**src/rtl/branch_resolve_unit_if.sv**
```systemverilog
// Prediction push, resolve, redirect and training signals between fetch/execute
// and the branch resolve unit.
interface branch_resolve_unit_if #(
  parameter int DEPTH    = 4,
  parameter int wordSize = 32
);
  logic                       predValid;
  logic [wordSize-1:0]        predPc;
  logic                       predTaken;
  logic [wordSize-1:0]        predTarget;
  logic                       predReady;
  logic                       resValid;
  logic                       resTaken;
  logic [wordSize-1:0]        resTarget;
  logic                       redirectValid;
  logic [wordSize-1:0]        redirectPc;
  logic                       updValid;
  logic [wordSize-1:0]        updPc;
  logic                       updTaken;
  logic [$clog2(DEPTH):0]     inflight;
  logic [15:0]                mispredictCount;
  logic                       resErr;

  modport master (
    output predValid, predPc, predTaken, predTarget, resValid, resTaken, resTarget,
    input  predReady, redirectValid, redirectPc, updValid, updPc, updTaken,
           inflight, mispredictCount, resErr
  );

  modport slave (
    input  predValid, predPc, predTaken, predTarget, resValid, resTaken, resTarget,
    output predReady, redirectValid, redirectPc, updValid, updPc, updTaken,
           inflight, mispredictCount, resErr
  );
endinterface

```
**src/rtl/branch_resolve_unit.sv**
```systemverilog
// In-order queue of branch predictions; resolves the oldest against execute,
// flushing and redirecting on mispredict and emitting a training update.
module branch_resolve_unit #(
  parameter int DEPTH    = 4,
  parameter int wordSize = 32
) (
  input logic                 clk,
  input logic                 rst,
  branch_resolve_unit_if.slave bus
);
  localparam int PW = $clog2(DEPTH);

  typedef struct packed {
    logic [wordSize-1:0] pc;
    logic                taken;
    logic [wordSize-1:0] target;
  } entry_t;

  entry_t            mem [DEPTH];
  logic [PW-1:0]     head, tail;
  logic [PW:0]       count;
  entry_t            head_e;
  logic              push, resolve, mispredict;

  assign head_e        = mem[head];
  assign bus.predReady = (count < (PW+1)'(DEPTH));
  assign bus.inflight  = count;

  assign push       = bus.predValid && bus.predReady;
  assign resolve    = bus.resValid && (count != '0);
  assign mispredict = resolve && ((bus.resTaken != head_e.taken) ||
                                  (bus.resTaken && (bus.resTarget != head_e.target)));

  // A push in the same cycle as a mispredict is wrong-path and never lands.
  always_ff @(posedge clk) begin
    if (push && !mispredict)
      mem[tail] <= '{pc: bus.predPc, taken: bus.predTaken, target: bus.predTarget};
  end

  always_ff @(posedge clk) begin
    if (rst) begin
      head                <= '0;
      tail                <= '0;
      count               <= '0;
      bus.redirectValid   <= 1'b0;
      bus.redirectPc      <= '0;
      bus.updValid        <= 1'b0;
      bus.updPc           <= '0;
      bus.updTaken        <= 1'b0;
      bus.mispredictCount <= '0;
      bus.resErr          <= 1'b0;
    end else begin
      bus.updValid      <= resolve;
      bus.redirectValid <= mispredict;
      if (resolve) begin
        bus.updPc    <= head_e.pc;
        bus.updTaken <= bus.resTaken;
      end
      if (mispredict) begin
        bus.redirectPc <= bus.resTaken ? bus.resTarget : head_e.pc + wordSize'(4);
        if (bus.mispredictCount != 16'hFFFF)
          bus.mispredictCount <= bus.mispredictCount + 16'd1;
      end
      if (bus.resValid && (count == '0))
        bus.resErr <= 1'b1;

      if (mispredict) begin
        head  <= '0;
        tail  <= '0;
        count <= '0;
      end else begin
        if (push)    tail <= tail + PW'(1);
        if (resolve) head <= head + PW'(1);
        count <= count + (PW+1)'(push) - (PW+1)'(resolve);
      end
    end
  end
endmodule

```
**src/flat_wrapper.sv**
```systemverilog
// flat-port wrapper written by rule: the top's interface ports become plain ports
module branch_resolve_unit_flat 
#(
  parameter int DEPTH    = 4,
  parameter int wordSize = 32
)
  (clk, rst, bus_predValid, bus_predPc, bus_predTaken, bus_predTarget, bus_resValid, bus_resTaken, bus_resTarget, bus_predReady, bus_redirectValid, bus_redirectPc, bus_updValid, bus_updPc, bus_updTaken, bus_inflight, bus_mispredictCount, bus_resErr);
  branch_resolve_unit_if #(.DEPTH(DEPTH), .wordSize(wordSize)) bus_i ();
  input logic clk;
  input logic rst;
  input wire logic [$bits(bus_i.predValid)-1:0] bus_predValid;
  input wire logic [$bits(bus_i.predPc)-1:0] bus_predPc;
  input wire logic [$bits(bus_i.predTaken)-1:0] bus_predTaken;
  input wire logic [$bits(bus_i.predTarget)-1:0] bus_predTarget;
  input wire logic [$bits(bus_i.resValid)-1:0] bus_resValid;
  input wire logic [$bits(bus_i.resTaken)-1:0] bus_resTaken;
  input wire logic [$bits(bus_i.resTarget)-1:0] bus_resTarget;
  output wire logic [$bits(bus_i.predReady)-1:0] bus_predReady;
  output wire logic [$bits(bus_i.redirectValid)-1:0] bus_redirectValid;
  output wire logic [$bits(bus_i.redirectPc)-1:0] bus_redirectPc;
  output wire logic [$bits(bus_i.updValid)-1:0] bus_updValid;
  output wire logic [$bits(bus_i.updPc)-1:0] bus_updPc;
  output wire logic [$bits(bus_i.updTaken)-1:0] bus_updTaken;
  output wire logic [$bits(bus_i.inflight)-1:0] bus_inflight;
  output wire logic [$bits(bus_i.mispredictCount)-1:0] bus_mispredictCount;
  output wire logic [$bits(bus_i.resErr)-1:0] bus_resErr;
  assign bus_i.predValid = bus_predValid;
  assign bus_i.predPc = bus_predPc;
  assign bus_i.predTaken = bus_predTaken;
  assign bus_i.predTarget = bus_predTarget;
  assign bus_i.resValid = bus_resValid;
  assign bus_i.resTaken = bus_resTaken;
  assign bus_i.resTarget = bus_resTarget;
  assign bus_predReady = bus_i.predReady;
  assign bus_redirectValid = bus_i.redirectValid;
  assign bus_redirectPc = bus_i.redirectPc;
  assign bus_updValid = bus_i.updValid;
  assign bus_updPc = bus_i.updPc;
  assign bus_updTaken = bus_i.updTaken;
  assign bus_inflight = bus_i.inflight;
  assign bus_mispredictCount = bus_i.mispredictCount;
  assign bus_resErr = bus_i.resErr;
  branch_resolve_unit #(.DEPTH(DEPTH), .wordSize(wordSize)) u_core (.clk(clk), .rst(rst), .bus(bus_i));
endmodule
```
**config.mk**
```make
export PLATFORM = sky130hd
export DESIGN_NAME = branch_resolve_unit_flat
export DESIGN_NICKNAME = d
export VERILOG_FILES = /design/src/rtl/branch_resolve_unit_if.sv /design/src/rtl/branch_resolve_unit.sv /design/src/flat_wrapper.sv
export SDC_FILE = /design/constraint.sdc
export NUM_CORES = 1
export LEC_CHECK = 0
export ABC_AREA = 1
export CAP_MARGIN = 15
export CORE_MARGIN = 1.5
export CORE_UTILIZATION = 40
export CTS_CLUSTER_DIAMETER = 80
export DETAILED_ROUTE_END_ITERATION = 16
export SYNTH_ARGS = -nofsm -noshare
export SYNTH_HDL_FRONTEND = slang
export SYNTH_SLANG_ARGS = --single-unit
```
**constraint.sdc**
```tcl
create_clock -name clk -period 6 [get_ports clk]
set_input_delay 0.6 -clock clk [delete_from_list [all_inputs] [get_ports clk]]
set_output_delay 0.6 -clock clk [all_outputs]
set_load 0.1 [all_outputs]
```
# --- Word-level counts from Yosys, hierarchy flattened ---
# Memory sizes are Yosys's and may differ from the RTL's. A register that Yosys moved wholly into a read port is not among the register bits.
# Cells that the tools add are included.
totals:
  reg_bits: 91
  ram_bits: 260
  input_bits: 102
  out_inout_bits: 88
  n_memories: 1
mem_list:
  columns: ["memory", "depth", "width", "rd", "rd_clocked_by_memory_dff", "write_ports", "line", "source"]
  rows:
  - ["u_core.mem", 4, 65, 1, 1, 1, "branch_resolve_unit.sv:19", "entry_t mem [DEPTH];"]
op_classes:
  add_sub_neg: 6
  order_cmp: 1
  eq_ne: 3
  mux: 5
  n_reduce_logical: 12
ops:
  columns: ["operator", "count"]
  rows:
  - ["$add A32 B3 Y32 const B", 1]
  - ["$mux W32", 1]
  - ["$ne A32 B32 Y1", 1]
  - ["$add A16 B1 Y16 const B", 1]
  - ["$ne A16 B16 Y1 const B", 1]
  - ["$logic_and A1 B1 Y1", 6]
  - ["$add A2 B1 Y2 const B", 2]
  - ["$mux W2", 2]
  - ["$add A3 B1 Y3", 1]
  - ["$logic_not A3 Y1", 1]
  - ["$lt A3 B3 Y1 const B", 1]
  - ["$reduce_bool A3 Y1", 1]
  - ["$sub A3 B1 Y3", 1]
  - ["$mux W1", 2]
  - ["$reduce_and A2 Y1", 1]
  - ["$reduce_or A2 Y1", 1]
  - ["$logic_not A1 Y1", 1]
  - ["$logic_or A1 B1 Y1", 1]
  - ["$ne A1 B1 Y1", 1]

# --- Longest topological paths before layout ---
logic_depth:
  ltp_word: 8
  ltp_mapped: 21
  depth_no_buf: 18

# --- Worst setup path after synthesis ---
# OpenSTA, ideal clock, no wires.
synth_timing:
  kind: "register to register"
  start: "register u_core.count[2], in the netlist u_core.bus.inflight[2]"
  end: "memory u_core.mem[0][0] in the netlist's numbering, enable pin"
  arrival_ps: 4797
  t_required_ps: 5512
  slack_ps: 715
  stages_incl_launch_ff: 8
  path_buffers: 0
  synth_period_minus_slack_ps: 5285
  path_cell_list: "dfxtp_1 -> inv_1 -> nand2_1 -> nand2_1 -> a21oi_1 -> nand2_2 -> nand2_1 -> nor2_1"
synth_via:
  elab_cells_between_ends: 9
synth_lines:
  columns: ["item", "line", "source"]
  rows:
  - ["start: declaration", "branch_resolve_unit.sv:21", "logic [PW:0] count;"]
  - ["start signal: assignment", "branch_resolve_unit.sv:74", "count <= count + (PW+1)'(push) - (PW+1)'(resolve);"]
  - ["$lt A3 B3 Y1", "branch_resolve_unit.sv:26", "assign bus.predReady = (count < (PW+1)'(DEPTH));"]
  - ["via bus_predReady", "flat_wrapper.sv:18", "output wire logic [$bits(bus_i.predReady)-1:0] bus_predReady;"]
  - ["$logic_and A1 B1 Y1", "branch_resolve_unit.sv:29", "assign push = bus.predValid && bus.predReady;"]
  - ["$logic_and A1 B1 Y1", "branch_resolve_unit.sv:36", "if (push && !mispredict)"]
  - ["$mux W1", "branch_resolve_unit.sv:36", null]
  - ["$mux W1 (not written as such)", "branch_resolve_unit.sv:37", "mem[tail] <= '{pc: bus.predPc, taken: bus.predTaken, target: bus.predTarget};"]
  - ["end: declaration", "branch_resolve_unit.sv:19", null]
# The timed path passes the listed nets, and every way through them passes these cells.

==> impl_metrics.ini <==
[timing]
hold_viol = 0
setup_tns_ns = 0
tightest_slew_ns = 1.12
timing.final.ws_setup_ns = 1.61
slew_headroom_pct = 25.0
setup-violations-final = 0
hold_slack_ns = 0.446
rsz0062_at_grt = no
period_needed_ns = 4.39
fmaxAchievable_ghz = 0.228
fin_crit_sh_pct = 73.1
skew_ns = 0.0252
timing.final.max_slew_violations = 0

[pwr]
p_per_area_nw_per_um2 = 464
sw_frac_of_total_pct = 41.4
power_frac_comb_pct = 38.1
vdd_drop_max_mv = 0.294
pwr-share-seq_pct = 36.0
power.leakage_uw = 0.00732
p_int_uw = 5140
clkPwrFrac_pct = 25.9
switching_power_uw = 3630

[placement]
port_buffers = 189
finalWeightedCongestion = 0.875
dp_slack_ns = 1.66
dp_hpwl_um = 28600

[floorplan]
io_pins = 190
start_util_pct = 40.7
die_w_um = 199
rows = 71
coreArea_sq_um = 37800
die_h_um = 199
die_area_sq_um = 39600

[worst_setup_path]
end_kind = flop
crit_arrival_ns = 4.55
path_class = reg -> reg
r2r-end = u_core.mem[0][64]$_DFFE_PP_
critPathMaxFanout = 68
startpoint_type = flop
cp_data_required_time_ns = 6.16
r2r_cells = 15
ff2ff_setup_slack_ns = 1.61

[yosys]
synth_top_area_cell = edfxtp_1
ys_warn_count = 0
synth_top_area_share_pct = 50.8
async_flop_share_pct = 0
syn_inst = 1628
synth_cell_types = 39
seq_area_frac_synth_pct = 62.9
synth-edff-count = 260
syn-cell-area_sq_um = 15400
syn_avg_cell_area_sq_um = 9.44
ys_top_cells_by_area = edfxtp_1 51%, nand2_1 14%, dfxtp_1 12%
synth_nets = 1739
synth_seq_cells = 353
synthFlopType = edfxtp_1

[global_routing]
first_global_vias = 10900
grt_max_degree = 85
antenna_found_initial = 0
grt-ovfl-total = 0
grt_pass1_wl_um = 63900
grtUsageTotal_pct = 21.6

[layout]
final_nets = 1920
multi_input_area_sq_um = 4900
seqCellArea_sq_um = 9670
diodes = 0
drive_gt1_share_pct = 5.87
syn2layout_area_growth_pct = 22.9
num-fill-cells = 3447

[min_path]
holdPathEnd = u_core.bus.redirectPc[12]$_SDFFE_PP0P_
holdCritStartpoint = u_core.bus.redirectPc[12]$_SDFFE_PP0P_
min_path_type = reg -> reg
hold_depth = 2

[detailed_routing]
drtIter0Drc = 841
postRouteAntennaNets = 0
first_pass_iters = 5
via_count = 11700
wire_per_inst_um = 18.0
totalWireLength_um = 42400
drc = 0
vias_per_cell = 4.96

[clocking]
cts_tree = yes
htree_levels = 2
clk_pin_slew_worst_paths_ns = 0.06
clkSinkCount = 353
clockBufferDepth = 3
cts_resized = 0
cts_buffers = 40
clock_latency_ns = 0.54
cts_root_buf = clkbuf_16
cts_hold_buf = 0
cts_setup_buffers = 0

[outcome]
status = complete, no violations

[run]
max_cap_viol_count = 0
routing by layer:
metal / global-route usage, % / share of wire, % / wire (um) / vias up
met2: 34.8 / 47 / 19700 / 386
met3: 3.24 / 6.0 / 2540 / 84
li1: - / - / - / 5777
met1: 29.6 / 44 / 18700 / 5415
met4: 7.66 / 3.3 / 1390 / 0
met5: 0 / 0 / 0 / -
worst max-delay path by stage:
stage / cells after the start / endpoint
5_1_grt: 15 / u_core.mem[3][20]$_DFFE_PP_
3_5_place_dp: 15 / u_core.mem[3][16]$_DFFE_PP_
6_report: 15 / u_core.mem[0][64]$_DFFE_PP_
3_3_place_gp: 13 / u_core.mem[0][30]$_DFFE_PP_
4_1_cts: 15 / u_core.mem[3][17]$_DFFE_PP_
2_1_floorplan: 7 / u_core.mem[0][0]$_DFFE_PP_
per-stage QoR:
| step | util [%] | cell area (sq um) | total power [uW] | std cells |
|---|---|---|---|---|
| after floorplan | - | 15400 | 5640 | 1628 |
| after global placement | 46.8 | 17700 | 6530 | 2278 |
| after detailed placement | 46.8 | 17700 | 6560 | 2278 |
| after CTS | 50.1 | 18900 | 8830 | 2352 |
| after global routing | 50.1 | 18900 | 9210 | 2352 |
| final | 50.1 | 18900 | 8770 | 2352 |
final cells by class:
cell class,instances,share of cell area (%)
clock buffer,60,5.91
clock inverter,14,0.536
inverter,109,2.18
multi-input combinational,1096,25.9
sequential,353,51.2
tap,511,3.38
timing repair buffer,209,10.9
synthesized netlist by cell type (2+ instances only):
| cell type | count |
|---|---|
| nand2_1 | 582 |
| edfxtp_1 | 260 |
| nand3_1 | 168 |
| nor2_1 | 123 |
| inv_1 | 99 |
| dfxtp_1 | 93 |
| o21ai_0 | 62 |
| a21oi_1 | 43 |
| clkbuf_1 | 25 |
| buf_2 | 20 |
| nand4_1 | 16 |
| nor3_1 | 16 |
| o21ai_1 | 16 |
| buf_6 | 13 |
| xor2_1 | 13 |
| buf_4 | 10 |
| nand3b_1 | 9 |
| nor2_2 | 9 |
| ha_1 | 8 |
| inv_2 | 7 |
| xnor2_1 | 6 |
| a31oi_1 | 3 |
| nand3_2 | 3 |
| o22ai_1 | 3 |
| buf_1 | 2 |
| clkinv_1 | 2 |
| nand2_2 | 2 |
| nor3_2 | 2 |
| o211ai_1 | 2 |
| or2_2 | 2 |
layout by cell type (no fill, tap or decap), types with 17 or more instances in the layout:
cell	n
a21oi_1	43
clkbuf_1	17
dfxtp_1	91
clkdlybuf4s50_1	189
nor2_1	119
buf_4	19
clkbuf_16	41
nand2_1	582
inv_1	98
nand3_1	168
edfxtp_1	260
o21ai_0	62
power by group through the flow:
| stage | Combinational (uW) | Clock, uW | Sequential, uW |
|---|---|---|---|
| floorplan | 1390 | 0 | 4240 |
| global placement | 3320 | 0 | 3210 |
| detailed placement | 3350 | 0 | 3210 |
| CTS | 3360 | 2310 | 3160 |
| global route | 3600 | 2410 | 3200 |
| finish | 3340 | 2270 | 3160 |
kinds of logic after synthesis:
logic type / after synthesis / share of synthesized area, %
and+or+nand+nor: 937 / 25.4
DFF: 353 / 62.9
buffers and inverters: 179 / 5.42
AOI/OAI and AO/OA: 131 / 4.39
xor gates and xnor gates: 19 / 1.08
adders and majority gates: 9 / 0.781
critical path, cell delays in order (launching register included):
cell,delay (ns)
dfxtp_4,0.34
clkinv_2,0.74
nand2_1,0.31
nand3_1,0.11
nand2_1,0.12
nor2_1,0.05
nor2_1,0.09
nand2_1,0.06
nor2_1,0.08
nand2_1,0.14
nor2_1,0.15
nand3_2,0.48
nand2_2,0.34
nand2_1,0.27
nor2_4,0.16
buf_4,0.51
flip-flops by register name, summed over array words and instances (netlist names), named ones only:
name and flops:
u_core.bus.updPc 32, u_core.tail 2, u_core.bus.mispredictCount 16, u_core.mem 260
u_core.bus.redirectPc 32, u_core.head 2, u_core.bus.updTaken 1, u_core.bus.resErr 1
u_core.bus.updValid 1, u_core.bus.inflight 3, u_core.bus.redirectValid 1
Note: power is estimated with default switching activity, not from simulation.
==> RTL edit: new RTL, config.mk and constraints unchanged <==
`wordSize` is set to 32 in 3 places; all go to 64.
--- a/src/rtl/branch_resolve_unit_if.sv
+++ b/src/rtl/branch_resolve_unit_if.sv
@@ -2,7 +2,7 @@
 // and the branch resolve unit.
 interface branch_resolve_unit_if #(
   parameter int DEPTH    = 4,
-  parameter int wordSize = 32
+  parameter int wordSize = 64
 );
   logic                       predValid;
   logic [wordSize-1:0]        predPc;
--- a/src/rtl/branch_resolve_unit.sv
+++ b/src/rtl/branch_resolve_unit.sv
@@ -2,7 +2,7 @@
 // flushing and redirecting on mispredict and emitting a training update.
 module branch_resolve_unit #(
   parameter int DEPTH    = 4,
-  parameter int wordSize = 32
+  parameter int wordSize = 64
 ) (
   input logic                 clk,
   input logic                 rst,
--- a/src/flat_wrapper.sv
+++ b/src/flat_wrapper.sv
@@ -2,7 +2,7 @@
 module branch_resolve_unit_flat 
 #(
   parameter int DEPTH    = 4,
-  parameter int wordSize = 32
+  parameter int wordSize = 64
 )
   (clk, rst, bus_predValid, bus_predPc, bus_predTaken, bus_predTarget, bus_resValid, bus_resTaken, bus_resTarget, bus_predReady, bus_redirectValid, bus_redirectPc, bus_updValid, bus_updPc, bus_updTaken, bus_inflight, bus_mispredictCount, bus_resErr);
   branch_resolve_unit_if #(.DEPTH(DEPTH), .wordSize(wordSize)) bus_i ();
Ports: changed (5 resized); port bits go from 190 to 350. The function was not compared with the original's and may differ.
==> RTL edit against the unedited design <==
  * Largest power group unchanged
  * Power increased by 97%
  * Synthesized area up 90%
  * Die area rose by 89%
  * Cell count is 85% higher
  * Synthesized cell count up 86%
  * Design area increased by 91%
  * Sequential cell count grew 320
  * Fmax rose by 0.87%
  * Setup slack better by 0.038 ns
  * Routed wire length grew 130%
==> RTL edit: results (changes against the unedited design) <==
{| class="wikitable"
! Metric !! Value
|-
| Asr flop ratio synth || 0% (unchanged)
|-
| Pin count of the biggest net entering global routing || 133 (+56%)
|-
| Placed Instance Area || 0.03358 mm2 (+90%)
|-
| Total number of vias || 23112 (+98%)
|-
| Number of enable flip-flop cells after synthesis || 516 (+98%)
|-
| Clock buffers created by TritonCTS || 75 (+88%)
|-
| Post-route worst hold slack || 0.4484 ns (+0.002125 ns)
|-
| Maximum fanout encountered on the critical timing path || 73 (+7.4%)
|-
| Count of max-cap constraint violations || 0 (unchanged)
|-
| Top Family by Delay on Critical Path || simple AND/OR/NAND/NOR gates
|-
| First-pass GRT wire length || 139.4 mm (+120%)
|-
| Clock-pin slew of the registers on the worst-case setup and hold paths || 0.06 ns (about the same)
|-
| Number of input and output port buffers inserted || 349 (+85%)
|-
| Routability cong. || 0.9681 (+11%)
|-
| Critical Path Max Stage Delay || 0.54 ns (-0.20 ns)
|-
| Layout cells sized above 1 || 5.515% (-0.35 points)
|-
| GRT Resource Usage Total || 25.38% (+3.8 points)
|-
| Syn nets || 3235 (+86%)
|-
| Flop2flop setup slack || 1.65 ns (+0.04 ns)
|-
| Routed len/inst || 22.05 um (+22%)
|-
| VDD IR max || 0.5290 mV (+80%)
|-
| Number of nets in the finished design || 3541 (+84%)
|-
| Number of antenna violations at the first check in global routing || 3 (+3)
|-
| LEAKAGE || 0.01339 uW (+83%)
|-
| CTS max path bufs || 3 (unchanged)
|-
| Antenna cell count || 0 (unchanged)
|-
| Placed wire-length estimate after detailed placement || 67.00 mm (+130%)
|-
| Number of instances in the placed design || 4216 (+85%)
|-
| Vias/cell || 5.313 (+7.2%)
|-
| H-tree depth || 3 (+1)
|-
| Average footprint of a synthesized cell || 9.666 um2 (+2.4%)
|-
| Top cells by count, synth || 1003 x sky130_fd_sc_hd__nand2_1, 516 x sky130_fd_sc_hd__edfxtp_1, 422 x sky130_fd_sc_hd__nand3_1
|-
| Layout Skew || 0.03255 ns (+0.007306 ns)
|-
| Library cell contributing the largest single delay on the critical path || sky130_fd_sc_hd__inv_4
|-
| Fill cell total of the finished layout || 6624 (+92%)
|-
| Number of optimization iterations in the first detailed-route pass || 6 (+1)
|-
| Worst-margin pin slew || 1.126 ns (+0.004658 ns)
|-
| Number of global-route vias before repair || 21195 (+94%)
|-
| Count of unique library cells instantiated by Yosys || 41 (+5.1%)
|-
| Top cells by area in the synthesized netlist || sky130_fd_sc_hd__edfxtp_1 53%, sky130_fd_sc_hd__nand2_1 13%, sky130_fd_sc_hd__dfxtp_1 11%, sky130_fd_sc_hd__nand3_1 7.2%, sky130_fd_sc_hd__nor2_1 2.9%
|-
| Outcome || complete, no violations
|-
| Clk Latency, worst-skew pair || 0.64 ns (+0.10 ns)
|-
| CP Data Arrival Time || 4.60 ns (+0.05 ns)
|-
| Drt first-iter violations || 2573 (+210%)
|-
| Proportion of synthesized chip area in sequential cells || 63.68% (+0.77 points)
|-
| Number of cells upsized or downsized after cts || 0 (unchanged)
|-
| Largest registers in the final layout || u_core.mem (516), u_core.bus.redirectPc (64), u_core.bus.updPc (64)
|}
RTL edit: cell types whose count changed in the layout (fill, tap and decap cells not counted), moves of 39 or more:
| cell | change |
|---|---|
| sky130_fd_sc_hd__edfxtp_1 | +256 |
| sky130_fd_sc_hd__o21ai_0 | +39 |
| sky130_fd_sc_hd__clkbuf_16 | +40 |
| sky130_fd_sc_hd__nand3_1 | +253 |
| sky130_fd_sc_hd__a21oi_1 | +41 |
| sky130_fd_sc_hd__nand2_1 | +420 |
| sky130_fd_sc_hd__o21ai_1 | +39 |
| sky130_fd_sc_hd__clkdlybuf4s50_1 | +159 |
| sky130_fd_sc_hd__dfxtp_1 | +64 |
| sky130_fd_sc_hd__nor2_1 | +102 |
RTL edit: layer usage:
metal | track usage, % | part of all wire, % | vias to the layer above
met4 | 8.375 | 2.9 | 6
met1 | 36.09 | 43 | 11031
met3 | 4.658 | 8.6 | 150
li1 | - | - | 10899
met2 | 39.10 | 45 | 1026
met5 | 0 | 0.041 | -
RTL edit: layout make-up:
class                           count  area [um2]  share of cell area (%)
Sequential cell                   673       18650                   51.78
Clock buffer                      107        2195                   6.095
Multi-Input combinational cell   2073        9375                   26.04
Tap cell                          959        1200                   3.332
Timing Repair Buffer              377        3849                   10.69
Inverter                          134       514.2                   1.428
Clock inverter                     27       230.2                  0.6394
RTL edit: where the power goes:
group | leakage (uW) | internal [uW] | switching, uW | total [uW]
Sequential | 0.00600 | 5790 | 340 | 6130
Clock | 0.00119 | 2650 | 1870 | 4510
Combinational | 0.00621 | 1540 | 5130 | 6670
Total | 0.0134 | 9970 | 7330 | 17300
RTL edit: worst paths after layout:
path / start / to / cells after the start
worst max-delay path: register / u_core.mem[2][126] / 15
worst min-delay path: u_core.bus.resErr / u_core.bus.resErr / 2
worst max register to register: register / u_core.mem[2][126] / 15
worst min register to register: u_core.bus.resErr / u_core.bus.resErr / 2
RTL edit: logic make-up (layout without fill, tap and decap cells):
| family | count (synthesis) | in the layout | share of synthesized area (%) |
|---|---|---|---|
| compound gates | 250 | 250 | 4.343 |
| xor+xnor | 40 | 40 | 1.197 |
| fa+ha+maj | 9 | 9 | 0.4104 |
| buf+inv | 282 | 645 | 4.455 |
| flops | 673 | 673 | 63.68 |
| mux | 13 | 13 | 0.4446 |
| simple gates | 1761 | 1761 | 25.47 |
RTL edit: per-stage QoR:
step	worst slack [ns]	TNS, ns	util (%)
2_1_floorplan	-0.09128	-47.10	-
3_3_place_gp	1.748	0	46.19
3_5_place_dp	1.723	0	46.19
4_1_cts	1.719	0	49.52
5_1_grt	1.433	0	49.52
6_report	1.651	0	49.52
